`config.mk`:
```
export PLATFORM = sky130hd
export DESIGN_NAME = sim_spi_host_seq
export DESIGN_NICKNAME = d
export VERILOG_FILES = /design/src/rtl/sim_spi_host_seq.sv
export SDC_FILE = /design/constraint.sdc
export NUM_CORES = 1
export LEC_CHECK = 0
export CORE_MARGIN = 2
export CORE_UTILIZATION = 50
export CTS_CLUSTER_SIZE = 14
export DETAILED_ROUTE_END_ITERATION = 8
export GPL_TIMING_DRIVEN = 1
export PLACE_DENSITY = 0.83
export SLEW_MARGIN = 10
export SYNTH_ARGS = -nofsm -noshare
export SYNTH_HDL_FRONTEND = slang
export SYNTH_SLANG_ARGS = --single-unit
```
`constraint.sdc`:
```
create_clock -name clk_i -period 1.96 [get_ports clk_i]
set_input_delay 0.49 -clock clk_i [delete_from_list [all_inputs] [get_ports clk_i]]
set_output_delay 0.49 -clock clk_i [all_outputs]
set_load 0.02 [all_outputs]
```
`src/rtl/sim_spi_host_seq.sv`:
```
`default_nettype none
// ============================================================================
// Module   : sim_spi_host_seq
// Purpose  : Byte-stream SPI mode-0 host (MSB first) with per-frame chip select.
// Revision : 1.0 - initial release
// ============================================================================
module sim_spi_host_seq #(
    parameter int ClkDiv   = 4,
    parameter int CsbSetup = 2,
    parameter int CsbIdle  = 2
) (
    input  logic       clk_i,
    input  logic       rst_ni,
    input  logic       cmd_valid_i,
    output logic       cmd_ready_o,
    input  logic [7:0] cmd_data_i,
    input  logic       cmd_last_i,
    output logic       rsp_valid_o,
    output logic [7:0] rsp_data_o,
    input  logic       rsp_ready_i,
    output logic       spi_device_sck_o,
    output logic       spi_device_csb_o,
    output logic       spi_device_sdi_o,
    input  logic       spi_device_sdo_i,
    input  logic       spi_device_sdo_en_i,
    output logic       busy_o
);

    localparam int MAX_AB  = (ClkDiv > CsbSetup) ? ClkDiv : CsbSetup;
    localparam int MAX_CNT = (MAX_AB > CsbIdle) ? MAX_AB : CsbIdle;
    localparam int CNT_W   = $clog2(MAX_CNT + 1);

    localparam logic [CNT_W-1:0] DIV_END   = CNT_W'(ClkDiv - 1);
    localparam logic [CNT_W-1:0] SETUP_END = CNT_W'(CsbSetup - 1);
    localparam logic [CNT_W-1:0] GAP_END   = CNT_W'(CsbIdle - 1);
    localparam logic [CNT_W-1:0] CNT_ONE   = CNT_W'(1);

    typedef enum logic [2:0] {
        S_IDLE  = 3'd0,
        S_SETUP = 3'd1,
        S_SHIFT = 3'd2,
        S_WAIT  = 3'd3,
        S_GAP   = 3'd4
    } state_t;

    state_t           state_q, state_d;
    logic [CNT_W-1:0] cnt_q, cnt_d;
    logic [2:0]       bit_q, bit_d;
    logic [7:0]       tx_q, tx_d;
    logic [7:0]       rx_q, rx_d;
    logic             last_q, last_d;
    logic             rsp_valid_q, rsp_valid_d;
    logic [7:0]       rsp_data_q, rsp_data_d;
    logic             sck_q, sck_d;
    logic             csb_q, csb_d;
    logic             sdi_q, sdi_d;
    logic             cmd_hs;
    logic             sample;

    // Accepting a byte only when the response slot is free (or freeing now)
    // keeps the single response register from ever being overwritten.
    assign cmd_ready_o = ((state_q == S_IDLE) || (state_q == S_WAIT)) &&
                         (!rsp_valid_q || rsp_ready_i);
    assign cmd_hs      = cmd_valid_i && cmd_ready_o;

    always_comb begin
        state_d     = state_q;
        cnt_d       = cnt_q;
        bit_d       = bit_q;
        tx_d        = tx_q;
        rx_d        = rx_q;
        last_d      = last_q;
        rsp_valid_d = rsp_valid_q;
        rsp_data_d  = rsp_data_q;
        sck_d       = sck_q;
        csb_d       = csb_q;
        sdi_d       = sdi_q;
        sample      = spi_device_sdo_en_i ? spi_device_sdo_i : 1'b1;

        if (rsp_valid_q && rsp_ready_i) begin
            rsp_valid_d = 1'b0;
        end

        case (state_q)
            S_IDLE: begin
                if (cmd_hs) begin
                    tx_d    = cmd_data_i;
                    last_d  = cmd_last_i;
                    cnt_d   = '0;
                    csb_d   = 1'b0;
                    sdi_d   = cmd_data_i[7];
                    state_d = S_SETUP;
                end
            end
            S_SETUP: begin
                if (cnt_q == SETUP_END) begin
                    cnt_d   = '0;
                    bit_d   = 3'd7;
                    state_d = S_SHIFT;
                end else begin
                    cnt_d = cnt_q + CNT_ONE;
                end
            end
            S_SHIFT: begin
                // SCK is already high on this cycle: first cycle of the high phase.
                if (sck_q && (cnt_q == '0)) begin
                    rx_d = {rx_q[6:0], sample};
                end
                if (cnt_q != DIV_END) begin
                    cnt_d = cnt_q + CNT_ONE;
                end else begin
                    cnt_d = '0;
                    if (!sck_q) begin
                        sck_d = 1'b1;
                    end else begin
                        sck_d = 1'b0;
                        if (bit_q == 3'd0) begin
                            rsp_valid_d = 1'b1;
                            rsp_data_d  = rx_d;
                            csb_d       = last_q;
                            state_d     = last_q ? S_GAP : S_WAIT;
                        end else begin
                            bit_d = bit_q - 3'd1;
                            sdi_d = tx_q[bit_q - 3'd1];
                        end
                    end
                end
            end
            S_WAIT: begin
                if (cmd_hs) begin
                    tx_d    = cmd_data_i;
                    last_d  = cmd_last_i;
                    cnt_d   = '0;
                    bit_d   = 3'd7;
                    sdi_d   = cmd_data_i[7];
                    state_d = S_SHIFT;
                end
            end
            S_GAP: begin
                if (cnt_q == GAP_END) begin
                    cnt_d   = '0;
                    state_d = S_IDLE;
                end else begin
                    cnt_d = cnt_q + CNT_ONE;
                end
            end
            default: begin
                state_d = S_IDLE;
                csb_d   = 1'b1;
                sck_d   = 1'b0;
            end
        endcase
    end

    always_ff @(posedge clk_i or negedge rst_ni) begin
        if (!rst_ni) begin
            state_q     <= S_IDLE;
            cnt_q       <= '0;
            bit_q       <= 3'd0;
            tx_q        <= 8'h00;
            rx_q        <= 8'h00;
            last_q      <= 1'b0;
            rsp_valid_q <= 1'b0;
            rsp_data_q  <= 8'h00;
            sck_q       <= 1'b0;
            csb_q       <= 1'b1;
            sdi_q       <= 1'b0;
        end else begin
            state_q     <= state_d;
            cnt_q       <= cnt_d;
            bit_q       <= bit_d;
            tx_q        <= tx_d;
            rx_q        <= rx_d;
            last_q      <= last_d;
            rsp_valid_q <= rsp_valid_d;
            rsp_data_q  <= rsp_data_d;
            sck_q       <= sck_d;
            csb_q       <= csb_d;
            sdi_q       <= sdi_d;
        end
    end

    assign rsp_valid_o      = rsp_valid_q;
    assign rsp_data_o       = rsp_data_q;
    assign spi_device_sck_o = sck_q;
    assign spi_device_csb_o = csb_q;
    assign spi_device_sdi_o = sdi_q;
    assign busy_o           = (state_q != S_IDLE);

endmodule
`default_nettype wire

```
==> results.md <==
* Fin crit period at 1.840 ns
* Crit path capture type: output port
* Yosys warning count at 0
* Hold_ws at 0.4881 ns
* Clock root buffer: clkbuf_8
* Switch Pwr at 1.267 mW
* Critical path data arrival time at 1.35 ns
* Post-route ant nets at 0
* Largest family of logic cells by synthesized area: compound AO/OA/AOI/OAI gates
* Final-report hold violation count at 0
* FF+latch count, synth at 38
* Largest net degree at the start of global routing at 39
* Post-Syn Nets at 208
* WL/cell at 14.22 µm
* Post-Synth Adder-Cell Area at 0.04391
* Largest area contributor in the netlist: dfrtp_1
* Worst Tran Pin Value at 0.5240 ns
* Max Fclk at 543.3 MHz
* Global-route wire length before repair at 7.107 mm
* Routed vias at 1550
* Fillers at 293
* Clock Power Share at 0.157
* CTS tree: built
* Sequential share of power at 0.362
* Sw Share at 0.3678
* Via density at 5.458
* Internal Power at 2.178 mW
* Count of pins over their slew limit at 0
* Slowest stage cell on the critical path: dfrtp_1
* Syn avg cell area at 10.72 µm²
* Distinct cells, synth at 43
* Number of global-route vias before repair at 1526
* DR pass1 iterations at 4
* Pleak at 1.239 nW
* WL final at 4.038 mm
* HP Start: tx_q[1]
* Initial DRC count at 134
* WL met1 at 1.714 mm
* Worst-Skew Late Latency at 0.29 ns
* PwrDens at 1350 mW/mm²
* Overall power at 3.445 mW
* Ant. Diodes at 0
* Placed inst area at 0.002464 mm²
* Setup TNS at 0 ns
* I/O pin cnt at 29
* Final net count at 257
* H-Tree Depth at 2
* Critical Path RT at 1.47 ns
* Most frequent cells in the layout: dfrtp_1, clkdlybuf4s50_1, nand2_1
* Simple-gate area share of the yosys netlist at 0.1305
* Clock-pin slew on the worst setup and hold paths at 0.07 ns
* Highest metal used: met4
* Initial antenna violation count at 0
* Utilization after layout at 0.6818
* Clock Sinks at 38
* Die Area at 0.004510 mm²
* Commonest non-fill, non-tap cell in the layout: dfrtp_1
* XOR/XNOR Fraction of Synth Area at 0.004391
* Top cell type's share of synthesized area at 0.4642
* GRT Util Overall at 0.2146
* CP Cell Sequence: or2_1 > a21o_1 > nor2_1 > buf_2
* CTS Buffer Depth at 2
* Worst r2r src: cnt_q[2]
* Final period utilization at 0.9390
* Worst hold path type: reg2reg
* CP Max Fanout at 3
* GP Congestion at 0.9542
* Comb pwr share at 0.481
* DR WL met3 at 186 µm
* FF/Latch Area at 952.2 µm²
* Reg2Reg Setup Slack at 0.13 ns
* Final Skew at 0.01000 ns
* Sequential share of the synthesized area at 0.4774
* Syn-to-layout area delta at 27.98%
* Post-synthesis mux area share at 0.1474
* Cells after synthesis at 186
* WL met2 at 2.047 mm
* Slowest cell delay on critical path at 0.40 ns
* Compound-Gate Fraction of Synth Area at 0.1531
* Remaining Overflow, GRT at 0
* Worst VDD drop at 0.8557 mV
* Layout cells sized above 1 at 0.2076
* DRC at 0
* Footprint of the multi-input gates at 958.4 µm²
* Netlist Area Pre-Place at 0.001994 mm²
* Status: complete, no violations
* DIE HEIGHT at 67.16 µm
* RR Endpoint: tx_q[7]
* Final setup violation count at 0
* Total of max-cap violations at 0
* I/O Buffers at 28
* Synth area leaders: dfrtp_1, mux2_2, ha_1
* Die Wd at 67.16 µm
* RSZ-0062 raised after global routing: false
* Element type at the critical path start: flip-flop
* Post-route cell area at 0.002552 mm²
* Setup crit end: cmd_ready_o
* Worst setup startpoint: state_q[1]
* # rows at 22
* HPWL after DPL at 2.935 mm
* Core area at 0.003744 mm²
* Worst slew margin at 0.6497
* CTS Buf Count at 5
* Worst-case reg-to-reg path depth at 8
* Initial core utilization at 0.5328
* Critical setup path kind: reg2out
* Hold Crit Depth at 1
## cell usage after synthesis
master	number
inv_2	1
nand3_1	3
nor3b_1	1
a211oi_1	1
and4b_1	1
o221a_4	1
o21ai_0	13
nor3_2	1
nor3_1	3
dfstp_2	1
mux4_2	2
a211oi_4	1
inv_1	13
nand2_1	21
mux2i_1	8
a2bb2oi_1	2
nor2_1	11
nand2b_1	3
o21bai_1	1
o221a_2	1
ha_1	7
or3_1	1
nor2_8	1
a21o_1	1
nor2b_1	2
mux2_2	8
a21oi_1	11
o22ai_1	1
nand4_2	1
mux2_1	7
a22oi_1	2
buf_6	1
dfrtp_1	37
o31a_1	1
a31oi_1	3
buf_2	3
or2_1	1
a211o_1	3
o32a_1	1
nand2_2	1
o32ai_1	1
buf_1	2
xnor2_1	1
## stage by stage
stage / std cells / setup WS, ns
finish: 284 / 0.1195
global route: 284 / 0.009848
CTS: 284 / 0.006150
detailed placement: 276 / -0.2860
global placement: 276 / -0.2883
floorplan: 186 / 0.1543
## worst min path at each step
stage / to / slack [ns]
after global placement: tx_q[1] / 0.46
after detailed placement: rsp_data_o[2] / 0.47
after CTS: tx_q[2] / 0.49
after floorplan: bit_q[0] / 0.19
final: tx_q[1] / 0.49
after global routing: tx_q[0] / 0.51
## kinds of logic (layout without fill, tap and decap cells)
family                     after synthesis  after routing
muxes                                   25             25
and+or+nand+nor                         51             51
buffers and inverters                   20             70
DFF                                     38             38
AOI/OAI and AO/OA                       44             44
xor gates and xnor gates                 1              1
adders and majority gates                7              7
## sequential cells by signal, indices dropped and copies added (netlist names)
name / count
spi_device_sck_o: 1
last_q: 1
bit_q: 3
spi_device_sdi_o: 1
rsp_data_o: 8
tx_q: 8
state_q: 3
spi_device_csb_o: 1
cnt_q: 3
rsp_valid_o: 1
rx_q: 8
## cell type report
cell class | count | share of cell area
clock buffer | 7 | 0.03382
multi-input combinational | 128 | 0.3755
timing repair buffer | 48 | 0.1716
sequential | 38 | 0.3730
clock inverter | 1 | 0.001961
tap | 48 | 0.02353
inverter | 14 | 0.02059
## worst max-delay path, delay by kind of cell, from the launching register on
kind	cells	cell delay (ns)
buffers and inverters	1	0.16
AO/OA/AOI/OAI	1	0.17
flip-flops	1	0.40
AND/OR/NAND/NOR	2	0.33
## power groups by stage
stage	clock, mW	sequential [mW]	combinational, mW
2_1_floorplan	0	1.26	1.11
3_3_place_gp	0	1.25	1.61
3_5_place_dp	0	1.26	1.66
4_1_cts	0.552	1.25	1.68
5_1_grt	0.593	1.28	1.84
6_report	0.542	1.25	1.66
## metal layers
layer	track usage	up-vias
li1	-	755
met1	0.2668	748
met2	0.3639	38
met3	0.05333	9
met4	0.07653	0
met5	0	-
## what timing repair did
item	4_1_cts	5_1_grt
pin swaps	0	1
setup endpoints to repair	2	5
gates resized for setup	6	4
hold buffers	0	0
buffers inserted	0	0
No activity file was read; power rests on OpenSTA's default activity.
